## src/rtl/interrupt_sequencer.sv

```systemverilog
`default_nettype none
// ============================================================================
// Module   : interrupt_sequencer
// Brief    : Takes interrupt requests, pushes the return PC on a LIFO and
//            redirects fetch; restores the PC and acknowledges on reti.
// Revision : 1.0
// ============================================================================
module interrupt_sequencer #(
    parameter int AW      = 10,
    parameter int DEPTH_W = 2
) (
    input  logic               clk,
    input  logic               reset,
    input  logic               s_interruption,
    input  logic [AW-1:0]      dir_in,
    input  logic [AW-1:0]      pc_current,
    input  logic               reti,
    output logic               pc_load,
    output logic [AW-1:0]      pc_target,
    output logic               s_finished,
    output logic               in_service,
    output logic [DEPTH_W:0]   depth,
    output logic               overflow,
    output logic               underflow
);

    localparam int               DEPTH      = 1 << DEPTH_W;
    localparam logic [DEPTH_W:0] DEPTH_FULL = (DEPTH_W+1)'(DEPTH);
    localparam logic [DEPTH_W:0] ONE        = (DEPTH_W+1)'(1);

    typedef enum logic [1:0] {
        ST_IDLE    = 2'd0,
        ST_ENTER   = 2'd1,
        ST_SERVICE = 2'd2,
        ST_RETURN  = 2'd3
    } state_t;

    state_t             state_q, state_d;
    logic               s_int_q;
    logic               pend_q, pend_d;
    logic [AW-1:0]      pend_vec_q, pend_vec_d;
    logic               pc_load_q, pc_load_d;
    logic [AW-1:0]      pc_target_q, pc_target_d;
    logic               s_fin_q, s_fin_d;
    logic [DEPTH_W:0]   depth_q, depth_d;
    logic               ovf_q, ovf_d;
    logic               unf_q, unf_d;
    logic [AW-1:0]      stack_q [DEPTH];

    logic               req;
    logic               have_req;
    logic [AW-1:0]      take_vec;
    logic [DEPTH_W-1:0] top_idx;
    logic               push;
    logic               take;
    logic               defer;

    assign req      = s_interruption & ~s_int_q;
    assign have_req = req | pend_q;
    // A pending request is older than a fresh edge, so it wins the vector.
    assign take_vec = pend_q ? pend_vec_q : dir_in;
    assign top_idx  = DEPTH_W'(depth_q - ONE);

    always_comb begin
        state_d     = state_q;
        pend_d      = pend_q;
        pend_vec_d  = pend_vec_q;
        pc_load_d   = 1'b0;
        pc_target_d = pc_target_q;
        s_fin_d     = 1'b0;
        depth_d     = depth_q;
        ovf_d       = ovf_q;
        unf_d       = unf_q;
        push        = 1'b0;
        take        = 1'b0;
        defer       = 1'b0;

        case (state_q)
            ST_IDLE: begin
                if (reti) begin
                    unf_d = 1'b1;
                    defer = 1'b1;
                end else if (have_req) begin
                    take = 1'b1;
                end
            end
            ST_ENTER: begin
                state_d = ST_SERVICE;
                defer   = 1'b1;
            end
            ST_SERVICE: begin
                if (reti) begin
                    pc_target_d = stack_q[top_idx];
                    pc_load_d   = 1'b1;
                    s_fin_d     = 1'b1;
                    depth_d     = depth_q - ONE;
                    state_d     = ST_RETURN;
                    defer       = 1'b1;
                end else if (have_req) begin
                    if (depth_q == DEPTH_FULL) begin
                        ovf_d  = 1'b1;
                        pend_d = 1'b0;
                    end else begin
                        take = 1'b1;
                    end
                end
            end
            ST_RETURN: begin
                state_d = (depth_q == '0) ? ST_IDLE : ST_SERVICE;
                defer   = 1'b1;
            end
            default: state_d = ST_IDLE;
        endcase

        if (take) begin
            push        = 1'b1;
            pc_target_d = take_vec;
            pc_load_d   = 1'b1;
            depth_d     = depth_q + ONE;
            pend_d      = 1'b0;
            state_d     = ST_ENTER;
        end

        // Only the first deferred request is remembered; later edges are dropped.
        if (defer && req && !pend_q) begin
            pend_d     = 1'b1;
            pend_vec_d = dir_in;
        end
    end

    always_ff @(posedge clk) begin
        if (reset) begin
            state_q     <= ST_IDLE;
            s_int_q     <= 1'b0;
            pend_q      <= 1'b0;
            pend_vec_q  <= '0;
            pc_load_q   <= 1'b0;
            pc_target_q <= '0;
            s_fin_q     <= 1'b0;
            depth_q     <= '0;
            ovf_q       <= 1'b0;
            unf_q       <= 1'b0;
        end else begin
            state_q     <= state_d;
            s_int_q     <= s_interruption;
            pend_q      <= pend_d;
            pend_vec_q  <= pend_vec_d;
            pc_load_q   <= pc_load_d;
            pc_target_q <= pc_target_d;
            s_fin_q     <= s_fin_d;
            depth_q     <= depth_d;
            ovf_q       <= ovf_d;
            unf_q       <= unf_d;
        end
    end

    always_ff @(posedge clk) begin
        if (push && !reset) begin
            stack_q[depth_q[DEPTH_W-1:0]] <= pc_current;
        end
    end

    assign pc_load    = pc_load_q;
    assign pc_target  = pc_target_q;
    assign s_finished = s_fin_q;
    assign depth      = depth_q;
    assign in_service = (depth_q != '0);
    assign overflow   = ovf_q;
    assign underflow  = unf_q;

endmodule
`default_nettype wire

```

## config.mk

```make
export PLATFORM = sky130hd
export DESIGN_NAME = interrupt_sequencer
export DESIGN_NICKNAME = d
export VERILOG_FILES = /design/src/rtl/interrupt_sequencer.sv
export SDC_FILE = /design/constraint.sdc
export NUM_CORES = 1
export LEC_CHECK = 0
export CAP_MARGIN = 20
export CORE_MARGIN = 3
export CORE_UTILIZATION = 45
export CTS_CLUSTER_SIZE = 10
export DETAILED_ROUTE_END_ITERATION = 10
export PLACE_DENSITY = 0.68
export SLEW_MARGIN = 5
export SYNTH_ARGS = -nofsm -noshare
export SYNTH_HDL_FRONTEND = slang
export SYNTH_SLANG_ARGS = --single-unit
```

## constraint.sdc

```tcl
create_clock -name clk -period 3.45 [get_ports clk]
set_input_delay 0.69 -clock clk [delete_from_list [all_inputs] [get_ports clk]]
set_output_delay 0.69 -clock clk [all_outputs]
set_load 0.01 [all_outputs]
```

==> results.json <==
{
  "grtUsageTotal_pct": 15.2,
  "fin_skew_ps": 12.5,
  "syn_area_per_cell_sq_um": 15.0,
  "syn_area_sq_um": 3010,
  "period_minus_slack_ps": 2560,
  "reg2reg_to": "stack_q[2][0]",
  "combPwrFrac_pct": 13.5,
  "drc": 0,
  "leakage_nw": 1.26,
  "initial_core_util_pct": 46.9,
  "grt_overflow": 0,
  "start_kind": "primary input",
  "r2r_start": "depth[1]",
  "maxCapViolCount": 0,
  "reg2reg_depth": 6,
  "syn_to_final_growth_pct": 20.1,
  "hold_depth": 2,
  "synth_cells": 201,
  "fin_crit_sh_pct": 74.3,
  "cts_buffers": 9,
  "clk-insertion-delay-late_ps": 340,
  "min_path_type": "flip-flop to flip-flop",
  "dieArea_sq_um": 7710,
  "cts.clk_slew.worst_paths_ps": 90,
  "setup_viol_count_final": 0,
  "routedWlPerCell_um": 16.5,
  "fp.dieW_um": 87.8,
  "drv_slew": 0,
  "instances_no_fill": 326,
  "end_kind": "flip-flop",
  "path_class": "primary input to flip-flop",
  "tns_ps": 0,
  "synth_seq_cells": 71,
  "ir_drop_mv": 0.299,
  "dr.first_iter.drc_count": 127,
  "grt_pass1_wl_um": 8770,
  "finalNetCount": 273,
  "dp.cells": 310,
  "cts_resized": 0,
  "core_sq_um": 6420,
  "seq_area_frac_synth_pct": 60.5,
  "p_sw_mw": 0.472,
  "dr.pass1.iters": 4,
  "seq_power_share_pct": 52.4,
  "hold_path_startpoint": "overflow",
  "cts_tree": "built",
  "antenna_found_initial": 0,
  "io_pins": 42,
  "worst_slew_margin_rel_pct": 54.2,
  "cts_sinks": 71,
  "post-route-util_pct": 56.3,
  "grt_pass1_vias": 1694,
  "max-clock-path-buffers": 2,
  "arrival_ps": 2550,
  "routed_wl_um": 5380,
  "r2r_slack_ps": 960,
  "drive_gt1_share_pct": 23.7,
  "rsz0062_at_grt": "no",
  "drt-vias-per-instance": 5.43,
  "grt_max_degree": 32,
  "diodes": 0,
  "p_int_mw": 1.33,
  "die_y_um": 87.8,
  "p_per_area_nw_per_um2": 497,
  "min_to": "overflow",
  "root_buffer": "clkbuf_8",
  "hold_buffers": 0,
  "post-cts-setup-buffers": 0,
  "timing.fmax_mhz": 390,
  "status": "finished clean",
  "final_common_cell": "clkdlybuf4s50_1",
  "synth-warning-count": 0,
  "num_rows": 29,
  "yosysUniqueCellTypes": 41,
  "final_hold_viol_count": 0,
  "p_sw_share_pct": 26.3,
  "io_buffers": 41,
  "h-tree-depth": 3,
  "total_power_mw": 1.80,
  "vias": 1771,
  "dp_hpwl_um": 3700,
  "gp_congestion": 0.734,
  "worst_pin_slew_ps": 685,
  "ant_nets": 0,
  "crit_fanout": 15,
  "required_ps": 3430,
  "syn-num-nets": 230,
  "final_cell_mix": "clkdlybuf4s50_1, edfxtp_1, dfxtp_1, nor2_1",
  "power.share.clock_pct": 34.2
}
-- worst max path at each step --
stage	from	endpoint	slack, ps	cells after the start
finish	reti	stack_q[2][0]	890	5
global route	depth[1]	stack_q[2][6]	740	6
CTS	reti	stack_q[1][3]	890	5
detailed placement	reti	stack_q[1][5]	530	5
global placement	reti	stack_q[2][7]	580	5
floorplan	depth[0]	stack_q[0][0]	1080	7
-- logic make-up after synthesis --
logic type | after synthesis | share of synthesized area, %
compound gates | 30 | 9.06
mux | 30 | 14.9
buf+inv | 15 | 3.99
fa+ha+maj | 5 | 2.08
simple gates | 50 | 9.43
flops | 71 | 60.5
-- layout make-up --
cell class,instances,area [sq um]
Fill cell,533,2810
Clock buffer,9,124
Clock inverter,7,61.3
Tap cell,77,96.3
Inverter,3,11.3
Sequential cell,71,1820
Timing Repair Buffer,44,433
Multi-Input combinational cell,115,1070
-- sequential cells by signal (all words and copies together), names as in the netlist --
register / flops
s_int_q: 1
pc_target: 10
pend_vec_q: 10
pc_load: 1
depth: 3
underflow: 1
pend_q: 1
stack_q: 40
s_finished: 1
overflow: 1
state_q: 2
-- critical path, stage by stage --
cell and delay [ps]:
clkdlybuf4s50_1 460, or2_4 280, a211o_4 400, nor2_1 240, and2_1 470
-- power by group through the flow --
stage          logic, mW  registers (mW)  clock network, mW
4_1_cts            0.246           0.942              0.628
6_report           0.242           0.941              0.614
3_3_place_gp       0.243           0.961                  0
5_1_grt            0.264           0.946              0.679
2_1_floorplan      0.151           0.964                  0
3_5_place_dp       0.244           0.961                  0
-- layer usage --
layer  part of all wire, %  track usage (%)
met1                    51             23.2
met2                    42             20.3
met3                   5.3             3.95
met4                   1.5             6.28
met5                     0                0
-- metrics by stage --
step / setup WS [ps] / area [sq um] / hold slack, ps
after floorplan: 1080 / 3010 / 458
after global placement: 578 / 3430 / 450
after detailed placement: 526 / 3430 / 463
after CTS: 889 / 3620 / 486
after global routing: 744 / 3620 / 507
final: 885 / 3620 / 483
-- Yosys cell counts, drive strengths merged --
master	count	share of area, %
edfxtp	40	40
dfxtp	31	21
nor2	17	2.1
nor3	13	2.8
a21oi	12	2.7
mux2	10	3.7
mux2i	10	3.3
mux4	10	7.9
buf	8	2.1
a22oi	5	2.1
ha	5	2.1
nand3	5	0.83
o22ai	5	1.5
and2	4	0.83
clkbuf	4	1.5
a211oi	3	1.2
inv	3	0.37
nand2b	2	0.67
a211o	1	0.58
a221oi	1	0.29
a22o	1	0.33
and3	1	0.25
and3b	1	0.29
nand2	1	0.12
nand3b	1	0.25
nand4b	1	0.29
nor2b	1	0.21
nor3b	1	0.25
o211ai	1	0.25
o21ai	1	0.17
or2	1	0.29
or3	1	0.21
No activity file was read; power rests on OpenSTA's default activity.
